**src/rtl/alsu_bist_sequencer.sv**
```systemverilog
// Exhaustive self-test sequencer for the bypass/equality/SLT unit: sweeps every {Sel,A,B}.
// Optional BIST_STOP_ON_FAIL_EN: stop the sweep at the first mismatching vector.
//
// state   | meaning
// --------+--------------------------------------------------------------
// S_IDLE  | after reset, waiting for start
// S_DRIVE | present vec on the drive registers, arm the settle timer
// S_WAIT  | let the unit settle for SETTLE cycles
// S_CHECK | compare dut_out with the golden result, advance or finish
// S_DONE  | results valid; start begins a new sweep
module alsu_bist_sequencer #(
  parameter int WIDTH  = 4,
  parameter int SEL_W  = 2,
  parameter int SETTLE = 1,
  parameter int ERR_W  = 11
) (
  input  logic                     clk,
  input  logic                     rst_n,
  input  logic                     start,
  output logic [WIDTH-1:0]         a_drv,
  output logic [WIDTH-1:0]         b_drv,
  output logic [SEL_W-1:0]         sel_drv,
  input  logic [WIDTH-1:0]         dut_out,
  output logic                     busy,
  output logic                     done,
  output logic                     pass,
  output logic [ERR_W-1:0]         error_count,
  output logic [SEL_W+2*WIDTH-1:0] fail_vec
);

  localparam int VEC_W  = SEL_W + 2*WIDTH;
  localparam int WAIT_W = (SETTLE > 1) ? $clog2(SETTLE) : 1;

  typedef enum logic [2:0] {
    S_IDLE,
    S_DRIVE,
    S_WAIT,
    S_CHECK,
    S_DONE
  } state_t;

  state_t              state, state_nxt;
  logic [VEC_W-1:0]    vec;
  logic [WAIT_W-1:0]   wait_cnt;
  logic                first_fail;
  logic [WIDTH-1:0]    expected;
  logic                mismatch;
  logic                last_vec;

  // Golden result is derived from what was actually driven, not from vec.
  always_comb begin
    expected = '0;
    case (sel_drv)
      SEL_W'(0): expected    = a_drv;
      SEL_W'(1): expected    = b_drv;
      SEL_W'(2): expected[0] = (a_drv == b_drv);
      SEL_W'(3): expected[0] = (a_drv < b_drv);
      default:   expected    = '0;
    endcase
  end

  assign mismatch = (dut_out != expected);
  assign last_vec = &vec;

  always_ff @(posedge clk or negedge rst_n) begin
    if (!rst_n) state <= S_IDLE;
    else        state <= state_nxt;
  end

  always_comb begin
    state_nxt = state;
    busy      = 1'b0;
    done      = 1'b0;
    pass      = 1'b0;
    case (state)
      S_IDLE: begin
        if (start) state_nxt = S_DRIVE;
      end
      S_DRIVE: begin
        busy      = 1'b1;
        state_nxt = S_WAIT;
      end
      S_WAIT: begin
        busy = 1'b1;
        if (wait_cnt == '0) state_nxt = S_CHECK;
      end
      S_CHECK: begin
        busy = 1'b1;
`ifdef BIST_STOP_ON_FAIL_EN
        state_nxt = (last_vec || mismatch) ? S_DONE : S_DRIVE;
`else
        state_nxt = last_vec ? S_DONE : S_DRIVE;
`endif
      end
      S_DONE: begin
        done = 1'b1;
        pass = (error_count == '0);
        if (start) state_nxt = S_DRIVE;
      end
      default: state_nxt = S_IDLE;
    endcase
  end

  always_ff @(posedge clk or negedge rst_n) begin
    if (!rst_n) begin
      vec         <= '0;
      wait_cnt    <= '0;
      first_fail  <= 1'b0;
      error_count <= '0;
      fail_vec    <= '0;
      a_drv       <= '0;
      b_drv       <= '0;
      sel_drv     <= '0;
    end else begin
      case (state)
        S_IDLE, S_DONE: begin
          if (start) begin
            vec         <= '0;
            first_fail  <= 1'b0;
            error_count <= '0;
            fail_vec    <= '0;
          end
        end
        S_DRIVE: begin
          {sel_drv, a_drv, b_drv} <= vec;
          wait_cnt                <= WAIT_W'(SETTLE - 1);
        end
        S_WAIT: begin
          if (wait_cnt != '0) wait_cnt <= wait_cnt - WAIT_W'(1);
        end
        S_CHECK: begin
          if (mismatch) begin
            if (~&error_count) error_count <= error_count + ERR_W'(1);
            if (!first_fail) begin
              fail_vec   <= {sel_drv, a_drv, b_drv};
              first_fail <= 1'b1;
            end
          end
`ifdef BIST_STOP_ON_FAIL_EN
          if (!last_vec && !mismatch) vec <= vec + VEC_W'(1);
`else
          if (!last_vec) vec <= vec + VEC_W'(1);
`endif
        end
        default: ;
      endcase
    end
  end

endmodule

```
**config.mk**
```make
export PLATFORM = sky130hd
export DESIGN_NAME = alsu_bist_sequencer
export DESIGN_NICKNAME = d
export VERILOG_FILES = /design/src/rtl/alsu_bist_sequencer.sv
export SDC_FILE = /design/constraint.sdc
export NUM_CORES = 1
export LEC_CHECK = 0
export CAP_MARGIN = 15
export CORE_ASPECT_RATIO = 1.75
export CORE_MARGIN = 8
export CORE_UTILIZATION = 57
export DETAILED_ROUTE_END_ITERATION = 7
export PLACE_DENSITY = 0.95
export SLEW_MARGIN = 20
export SYNTH_ARGS = -nofsm -noshare
export SYNTH_HDL_FRONTEND = slang
export SYNTH_SLANG_ARGS = --single-unit
```
**constraint.sdc**
```tcl
create_clock -name clk -period 6.8 [get_ports clk]
set_input_delay 1.7 -clock clk [delete_from_list [all_inputs] [get_ports clk]]
set_output_delay 1.7 -clock clk [all_outputs]
set_load 0.02 [all_outputs]
```
==> out/metrics.cfg <==
[cts]
cts_buffers=5
root_buffer=clkbuf_8
cts.path.max_buffers=2
cts_num_sinks=45
cts_resized=0
htree_levels=2
clock_insertion_delay_worst_skew_ns=0.30
hold_buffers=0
cts_setup_buffers=0
cts.clk_slew.worst_paths_ns=0.08
cts_tree=done

[pwr]
ir_drop_uv=277.3
power_density_nw_per_um2=354.3
p_leak_nw=1.278
switching_power_mw=0.3976
cell_internal_pwr_mw=0.6229
p_comb_frac=0.417
pwr-share-seq=0.389
power_frac_clock=0.194
switching_share=0.3896

[place]
dp_hpwl_microns=4132
pre_cts_ws_ns=2.899
portBuffers=40
gp_congestion=0.8728

[timing]
post-route-period-util=0.5475
clock_skew_ns=0.006450
min_period_ns=3.723
hold_viol=0
finalMaxSlewViolations=0
setup_ws_ns=3.077
tightest_slew_ns=0.9660
rsz0062_at_grt=no
finalSetupViolCount=0
fmax_mhz=268.6
tns_ns=0
slew-limit-headroom=0.3560

[layout]
n_antenna_cell=0
drive_gt1_frac=0.05634
syn_to_final_growth_pct=22.19
seq_area_sq_um=1126
fillerInstances=286
multi_input_area_sq_um=1107
nNetsFinal=297

[grt]
grt_start_max_net_pins=46
grt_pass1_wl_microns=9073
grtUsageTotal=0.1785
antenna_found_initial=0
grt-ovfl-total=0
grt_pass1_vias=1946

[synth]
ys_warn_count=0
synth_edf_count=0
synth_top_area_share=0.4777
yosysTopAreaCell=dfrtp_1
post-synth-top-count-cell=dfrtp_1
syn_nets=258
yosysUniqueCellTypes=44
postSynthAreaPerCell_sq_um=9.661
async_flop_share=1.000
ys_seq_elements=45
synthesis.instances=244
synth_area_leaders=dfrtp_1 48%, mux2i_1 5.5%, nand2_1 4.9%
seq_area_frac_synth=0.4777
synth_common_cells=45 x dfrtp_1, 31 x nand2_1, 22 x nor2_1
synthFlopType=dfrtp_1
syn-cell-area_sq_um=2357

[critical_path]
r2r_setup_slack_ns=4.03
startpoint_type=register
crit_fanout=6
critPathRequiredTime_ns=5.10
crit_arrival_ns=2.02
path_class=reg -> out
crit_path_end_kind=output port

[detailed_routing]
drt_pass1_iterations=4
drt_iter0_drc=99
wl_per_cell_microns=16.69
wirelength_microns=5558
antenna_left=0
via_per_inst=5.751
top_layer=met4
vias=1915
wl_met1_microns=2090
drc=0
route.met2.wl_microns=3031
wl_met3_microns=262

[floorplan]
rows=31
die_h_microns=101.1
ioPinCount=41
core_area_sq_um=4073
die_w_microns=64.61
die_area_sq_um=6530
start_util=0.5788

[status]
status=finished clean

[hold_path]
hp-class=reg -> reg

[run]
drv_cap=0

-- cell type report --
class | count | area share
sequential | 45 | 0.3910
multi-input combinational | 171 | 0.3844
timing repair buffer | 41 | 0.1399
clock buffer | 6 | 0.02520
inverter | 19 | 0.02476
tap | 49 | 0.02129
clock inverter | 2 | 0.01347
-- path summary, 6_finish.rpt --
kind,start,end,cells after the start
max,error_count[7],pass,3
min,state[2],state[1],1
max reg2reg,b_drv[2],error_count[1],9
min reg2reg,state[2],state[1],1
max in group asynchronous,rst_n,error_count[4],1
min in group asynchronous,rst_n,vec[6],1
-- power by group through the flow --
| stage | combinational (mW) | sequential (mW) | clock (mW) |
|---|---|---|---|
| 2_1_floorplan | 0.227 | 0.437 | 0 |
| 3_3_place_gp | 0.410 | 0.396 | 0 |
| 3_5_place_dp | 0.425 | 0.401 | 0 |
| 4_1_cts | 0.429 | 0.397 | 0.202 |
| 5_1_grt | 0.462 | 0.405 | 0.213 |
| 6_report | 0.425 | 0.397 | 0.198 |
-- logic make-up after synthesis --
kind of cell               after synthesis  share of synthesized area
AOI/OAI and AO/OA                       45                     0.1327
DFF                                     45                     0.4777
xor gates and xnor gates                11                    0.04087
adders and majority gates                7                    0.03715
buffers and inverters                   28                    0.05255
muxes                                   15                    0.06740
and+or+nand+nor                         93                     0.1916
-- worst max-delay path, cell delays in order, from the launching register on --
cell,delay (ns)
dfrtp_1,0.43
or4_1,0.52
nor3_1,0.14
clkdlybuf4s50_1,0.63
-- placed cells by master (no fill, tap or decap), types with 2 or more instances in the layout --
cell	instances
a21oi_1	8
a2bb2oi_1	4
a31oi_1	2
a41oi_1	2
and2_1	2
and3_1	4
clkbuf_8	5
clkdlybuf4s50_1	39
dfrtp_1	45
ha_1	7
inv_1	19
mux2i_1	13
nand2_1	31
nand2b_1	3
nand3_1	7
nand3b_1	2
nand4_1	5
nor2_1	22
nor2b_1	4
nor3_1	4
nor4_1	2
o21a_1	4
o21ai_0	14
o21ba_2	2
o22ai_1	2
or3_1	2
xnor2_1	5
xor2_1	6
-- stage by stage --
stage          power, mW  area (sq um)  cells  hold WS (ns)    util
6_report           1.021          2880    333        0.4984  0.7072
3_3_place_gp      0.8053          2769    325        0.4686  0.6799
2_1_floorplan     0.6643          2357    244        0.4555       -
3_5_place_dp      0.8258          2769    325        0.4939  0.6799
4_1_cts            1.028          2880    333        0.5041  0.7072
5_1_grt            1.081          2880    333        0.5257  0.7072
-- registers in the layout (all words and copies together), names as in the netlist --
register	cells
error_count	11
fail_vec	10
vec	10
a_drv	4
b_drv	4
state	3
sel_drv	2
first_fail	1
-- metal layers --
layer,global-route usage,vias to the layer above
li1,-,916
met3,0.04566,14
met4,0.09459,0
met5,0,-
met2,0.3162,57
met1,0.1856,928
No activity file was read; power rests on OpenSTA's default activity.
